--- src/rtl/spi_master_clkgen.sv ---
// spi_master_clkgen
//   Generates the SPI serial clock and one-cycle edge strobes for the SPI
//   master shifters. The serial clock is a registered copy of a half-period
//   counter toggle; spi_rise / spi_fall announce the toggle one cycle early so
//   the RX/TX shifters can act on the same edge that spi_clk changes.
//
// Ports
//   clk           system clock
//   rstn          asynchronous active-low reset
//   en            clock request (OR of shifter clock enables), level-sensitive
//   cpol          idle level of spi_clk, sampled only while idle
//   clk_div       half period minus one, in clk cycles
//   clk_div_valid one-cycle strobe that loads clk_div
//   spi_clk       registered serial clock
//   spi_rise      high in the cycle before spi_clk goes 0->1
//   spi_fall      high in the cycle before spi_clk goes 1->0
//   running       high while the clock is active or winding down
module spi_master_clkgen #(
  parameter int unsigned CNT_W     = 8,
  parameter int unsigned DIV_RESET = 4
) (
  input  logic             clk,
  input  logic             rstn,
  input  logic             en,
  input  logic             cpol,
  input  logic [CNT_W-1:0] clk_div,
  input  logic             clk_div_valid,
  output logic             spi_clk,
  output logic             spi_rise,
  output logic             spi_fall,
  output logic             running
);

  typedef enum logic [1:0] {
    IDLE     = 2'd0,
    RUN      = 2'd1,
    STOPPING = 2'd2
  } state_t;

  state_t           state;
  state_t           state_nxt;
  logic [CNT_W-1:0] cnt;
  logic [CNT_W-1:0] cnt_nxt;
  logic [CNT_W-1:0] div_reg;
  logic [CNT_W-1:0] pend_div;
  logic             pend_flag;
  logic             cpol_reg;
  // High for the first RUN cycle: holds the counter one extra cycle so the
  // first toggle lands div_reg+2 edges after the start request.
  logic             lead;

  logic             suppress;
  logic             pulse;
  logic             returning;
  logic             apply_pend;

  // ---------------------------------------------------------------------
  // Strobe generation and next-state logic
  // ---------------------------------------------------------------------
  always_comb begin
    suppress   = 1'b0;
    pulse      = 1'b0;
    returning  = 1'b0;
    apply_pend = 1'b0;
    state_nxt  = state;
    cnt_nxt    = cnt + 1'b1;

    // Clock already at idle level and no longer requested: stop right here
    // rather than emitting an edge that would leave the idle level.
    suppress  = (state == RUN) && !en && (spi_clk == cpol_reg);
    pulse     = (state != IDLE) && !lead && (cnt == div_reg) && !suppress;
    // A toggle that brings spi_clk back to its idle level closes a full
    // period; this is the only safe point to change the divider.
    returning = pulse && (spi_clk != cpol_reg);

    unique case (state)
      IDLE: begin
        if (en) state_nxt = RUN;
      end
      RUN: begin
        if (!en) begin
          if (suppress || returning) state_nxt = IDLE;
          else                       state_nxt = STOPPING;
        end
      end
      STOPPING: begin
        if (en)             state_nxt = RUN;
        else if (returning) state_nxt = IDLE;
      end
      default: state_nxt = IDLE;
    endcase

    apply_pend = (state != IDLE) && (returning || (state_nxt == IDLE));

    if ((state == IDLE) || (state_nxt == IDLE) || lead || pulse) begin
      cnt_nxt = '0;
    end
  end

  assign spi_rise = pulse & ~spi_clk;
  assign spi_fall = pulse &  spi_clk;
  assign running  = (state != IDLE);

  // ---------------------------------------------------------------------
  // State, counter and start-up hold
  // ---------------------------------------------------------------------
  always_ff @(posedge clk or negedge rstn) begin
    if (!rstn) begin
      state <= IDLE;
      cnt   <= '0;
      lead  <= 1'b0;
    end else begin
      state <= state_nxt;
      cnt   <= cnt_nxt;
      lead  <= (state == IDLE) && en;
    end
  end

  // ---------------------------------------------------------------------
  // Serial clock and captured polarity
  // ---------------------------------------------------------------------
  // While idle both registers follow cpol together, so spi_clk always equals
  // cpol_reg when a transfer starts.
  always_ff @(posedge clk or negedge rstn) begin
    if (!rstn) begin
      spi_clk  <= 1'b0;
      cpol_reg <= 1'b0;
    end else if (state == IDLE) begin
      spi_clk  <= cpol;
      cpol_reg <= cpol;
    end else if (pulse) begin
      spi_clk  <= ~spi_clk;
    end
  end

  // ---------------------------------------------------------------------
  // Divider register with deferred update while running
  // ---------------------------------------------------------------------
  // A write landing on the same edge as an apply point goes to pending while
  // the previous pending value is committed, so nothing is lost.
  always_ff @(posedge clk or negedge rstn) begin
    if (!rstn) begin
      div_reg   <= CNT_W'(DIV_RESET);
      pend_div  <= '0;
      pend_flag <= 1'b0;
    end else if (state == IDLE) begin
      if (clk_div_valid) begin
        div_reg   <= clk_div;
        pend_flag <= 1'b0;
      end else if (pend_flag) begin
        div_reg   <= pend_div;
        pend_flag <= 1'b0;
      end
    end else begin
      if (apply_pend && pend_flag) begin
        div_reg <= pend_div;
      end
      if (clk_div_valid) begin
        pend_div  <= clk_div;
        pend_flag <= 1'b1;
      end else if (apply_pend) begin
        pend_flag <= 1'b0;
      end
    end
  end

endmodule

--- config.mk ---
export PLATFORM = sky130hd
export DESIGN_NAME = spi_master_clkgen
export DESIGN_NICKNAME = d
export VERILOG_FILES = /design/src/rtl/spi_master_clkgen.sv
export SDC_FILE = /design/constraint.sdc
export NUM_CORES = 1
export LEC_CHECK = 0
export ABC_AREA = 0
export CORE_ASPECT_RATIO = 1.1
export CORE_MARGIN = 5
export CORE_UTILIZATION = 45
export CTS_BUF_LIST = sky130_fd_sc_hd__clkbuf_8 sky130_fd_sc_hd__clkbuf_16
export CTS_CLUSTER_DIAMETER = 150
export DETAILED_ROUTE_END_ITERATION = 10
export GPL_TIMING_DRIVEN = 1
export PLACE_DENSITY_LB_ADDON = 0.15
export SYNTH_ARGS = -nofsm -noshare
export SYNTH_HDL_FRONTEND = slang
export SYNTH_SLANG_ARGS = --single-unit
--- constraint.sdc ---
create_clock -name clk -period 2.6 [get_ports clk]
set_clock_uncertainty 0.05 [all_clocks]
set_input_delay 0.39 -clock clk [delete_from_list [all_inputs] [get_ports clk]]
set_output_delay 0.39 -clock clk [all_outputs]
set_load 0.05 [all_outputs]
==> results of run 1 <==
## cells by family after synthesis
group / after synthesis / share of synthesized area [%]
AOI/OAI and AO/OA: 8 / 5.833
xor gates and xnor gates: 17 / 10.06
adders and majority gates: 1 / 0.8452
buffers and inverters: 5 / 1.352
DFF: 30 / 50.80
muxes: 24 / 18.26
and+or+nand+nor: 38 / 12.85
## layout make-up
class | instances | area (sq um) | area share (%)
inverter | 4 | 15.01 | 0.8398
multi-input combinational | 88 | 708.2 | 39.61
sequential | 30 | 752.0 | 42.06
timing repair buffer | 17 | 187.7 | 10.50
clock buffer | 6 | 82.58 | 4.619
tap | 34 | 42.54 | 2.379
## worst max-delay path, cell delays in order, from the launching register on
cell and delay (ns):
sky130_fd_sc_hd__dfrtp_1 0.46, sky130_fd_sc_hd__nor2_1 0.32, sky130_fd_sc_hd__inv_1 0.18, sky130_fd_sc_hd__clkdlybuf4s50_1 0.74
## worst max path at each step
stage                       endpoint  cells after the start  startpoint  slack, ns
after floorplan             spi_rise                      4     spi_clk       0.54
after global placement    div_reg[0]                      6          en       0.44
after detailed placement  div_reg[0]                      6          en       0.39
after CTS                    running                      3    state[1]       0.21
after global routing         running                      3    state[1]       0.01
final                        running                      3    state[1]       0.20
## synthesized netlist by cell type
cell type | n | area, sq um
sky130_fd_sc_hd__nor2_1 | 12 | 45.04
sky130_fd_sc_hd__nand2b_1 | 2 | 12.51
sky130_fd_sc_hd__a32o_1 | 1 | 10.01
sky130_fd_sc_hd__nor3_1 | 3 | 15.01
sky130_fd_sc_hd__a21o_1 | 1 | 7.510
sky130_fd_sc_hd__and2_1 | 1 | 6.260
sky130_fd_sc_hd__mux2_2 | 24 | 270.3
sky130_fd_sc_hd__ha_1 | 1 | 12.51
sky130_fd_sc_hd__o31a_1 | 1 | 8.760
sky130_fd_sc_hd__or3_1 | 1 | 6.260
sky130_fd_sc_hd__dfstp_2 | 1 | 26.28
sky130_fd_sc_hd__a21oi_1 | 2 | 10.01
sky130_fd_sc_hd__a31oi_4 | 2 | 42.54
sky130_fd_sc_hd__clkbuf_2 | 1 | 5.000
sky130_fd_sc_hd__xor2_1 | 5 | 43.79
sky130_fd_sc_hd__nand4_1 | 2 | 12.51
sky130_fd_sc_hd__dfrtp_1 | 29 | 725.7
sky130_fd_sc_hd__inv_1 | 4 | 15.01
sky130_fd_sc_hd__and3b_1 | 1 | 8.760
sky130_fd_sc_hd__xnor2_1 | 12 | 105.1
sky130_fd_sc_hd__and3_1 | 3 | 18.77
sky130_fd_sc_hd__nand2_1 | 7 | 26.28
sky130_fd_sc_hd__nand3_1 | 3 | 15.01
sky130_fd_sc_hd__a21boi_0 | 1 | 7.510
sky130_fd_sc_hd__nor4bb_1 | 1 | 10.01
sky130_fd_sc_hd__or4_1 | 1 | 7.510
sky130_fd_sc_hd__or2_2 | 1 | 6.260
## power by group through the flow
stage                     Combinational, mW  Clock [mW]  Sequential, mW
after floorplan                       0.484           0           0.743
after global placement                0.610           0           0.756
after detailed placement              0.631           0           0.767
after CTS                             0.641       0.369           0.757
after global routing                  0.694       0.390           0.773
final                                 0.628       0.357           0.755
## per-stage QoR
stage / worst slack [ns] / cell area (sq um) / util (%)
floorplan: 0.5415 / 1480 / -
global route: 0.01273 / 1788 / 57.67
global placement: 0.4436 / 1705 / 55.00
finish: 0.2001 / 1788 / 57.67
CTS: 0.2088 / 1788 / 57.67
detailed placement: 0.3907 / 1705 / 55.00
## per-layer routing
metal / vias up / GRT usage, % / wire length (um)
met4: 0 / 4.930 / 32
met1: 475 / 16.12 / 1128
met2: 17 / 23.05 / 1477
met3: 4 / 5.449 / 142
li1: 469 / - / -
met5: - / 0 / 0
==> impl_metrics.env, run 1 <==
export IMPL_cts_max_path_bufs=2
export IMPL_wl_per_cell_um=15.54
export IMPL_timing_critical_path_arrival_ns=1.96
export IMPL_finalWorstPathRequiredPeriod_ns=2.400
export IMPL_switching_power_mw=0.5729
export IMPL_worst_slew_pin_slew_ns=0.4929
export IMPL_slew_headroom_pct=67.04
export IMPL_cts_repair_resize_count=0
export IMPL_grt_pass1_vias=1036
export IMPL_area_of_the_die_sq_um=4538
export IMPL_synth_warning_count=0
export IMPL_post_cts_hold_buffer_count=0
export IMPL_die_x_um=64.69
export IMPL_antenna_violating_nets_post_route=0
export IMPL_path_class="register to primary output"
export IMPL_clkLatencyLatePin_ns=0.28
export IMPL_run_status="completed"
export IMPL_setup_repair_after_global_routing_missed_its_margin="no"
export IMPL_cts_root_buffer="sky130_fd_sc_hd__clkbuf_8"
export IMPL_totalNegativeSetupSlack_ns=0
export IMPL_total_cts_buffers=5
export IMPL_synth_cell_area_sq_um=1480
export IMPL_post_dp_hpwl_um=2052
export IMPL_clk_transition_reported_paths_ns=0.06
export IMPL_crit_path_start_kind="register"
export IMPL_clkSinkCount=30
export IMPL_synth_to_layout_area_growth_pct=20.79
export IMPL_design_portCount=17
export IMPL_post_synth_cell_area_avg_sq_um=12.03
export IMPL_grt_antenna_before_repair=0
export IMPL_route_detailed_vias_per_inst=5.391
export IMPL_numPlacedInstances=173
export IMPL_num_fill_cells=277
export IMPL_cts_htree_levels=2
export IMPL_hold_slack_ns=0.4447
export IMPL_post_route_period_util_pct=92.30
export IMPL_row_count=21
export IMPL_crit_reg2reg_launch="state[1]"
export IMPL_layout_common_cells="29 x sky130_fd_sc_hd__dfrtp_1, 24 x sky130_fd_sc_hd__mux2_2, 14 x sky130_fd_sc_hd__clkdlybuf4s50_1, 12 x sky130_fd_sc_hd__nor2_1, 12 x sky130_fd_sc_hd__xnor2_1"
export IMPL_gp_congestion=0.8487
export IMPL_syn_nets=137
export IMPL_hp_class="input pin to async pin"
export IMPL_r2r_end="div_reg[0]"
export IMPL_floorplan_core_area_sq_um=3100
export IMPL_timing_critical_path_required_ns=2.16
export IMPL_die_y_um=70.15
export IMPL_power_density_cell_area_nw_per_um2=973.3
export IMPL_drt_first_iter_violations=68
export IMPL_drt_first_pass_iters=4
export IMPL_nNetsFinal=160
export IMPL_routed_via_count=965
export IMPL_max_slew_vio_count=0
export IMPL_tritoncts_clock_tree="built"
export IMPL_hold_viol=0
export IMPL_postRouteWirelength_um=2781
export IMPL_antenna_diode_count=0
export IMPL_share_comb_of_total_power_pct=36.1
export IMPL_yosysUniqueCellTypes=27
export IMPL_finalPower_mw=1.740
export IMPL_rr_worst_depth=4
export IMPL_cap_viol_max_count=0
export IMPL_synth_sequential_area_ratio_pct=50.80
export IMPL_floorplan_initialDensity_pct=47.74
export IMPL_max_freq_ghz=0.4167
export IMPL_crit_path_end_kind="primary output"
export IMPL_cellLeakagePower_nw=0.7473
export IMPL_finalNonFillerCells=179
export IMPL_io_buffer_count=16
export IMPL_power_frac_seq_pct=43.4
export IMPL_clock_power_share_pct=20.5
export IMPL_crit_path_max_fanout=7
export IMPL_maximum_number_of_pins_on_one_net_before_global_route_repair=31
export IMPL_remaining_overflow_grt=0
export IMPL_postSynthCellCount=123
export IMPL_p_sw_share_pct=32.92
export IMPL_synth_seq_cells=30
export IMPL_grt_pass1_wl_um=4774
export IMPL_mostFrequentLayoutCell="sky130_fd_sc_hd__dfrtp_1"
export IMPL_ff2ff_setup_slack_ns=0.59
export IMPL_report_final_setup_viol=0
export IMPL_global_route_usage_total_pct=13.88
export IMPL_ir_worst_vdd_uv=522.9
export IMPL_cts_post_setup_buffers_inserted=0
export IMPL_internal_power_mw=1.167
export IMPL_drive_gt1_share_pct=25.52
export IMPL_drt_drc_violations_left=0
(Power assumes the default switching activity.)
==> run 2, diff against run 1 <==
Settings changed: CTS_CLUSTER_SIZE set to 16.
==> results of run 2 <==
Same layout as run 1: the final DEF is identical, and so are final timing and power.
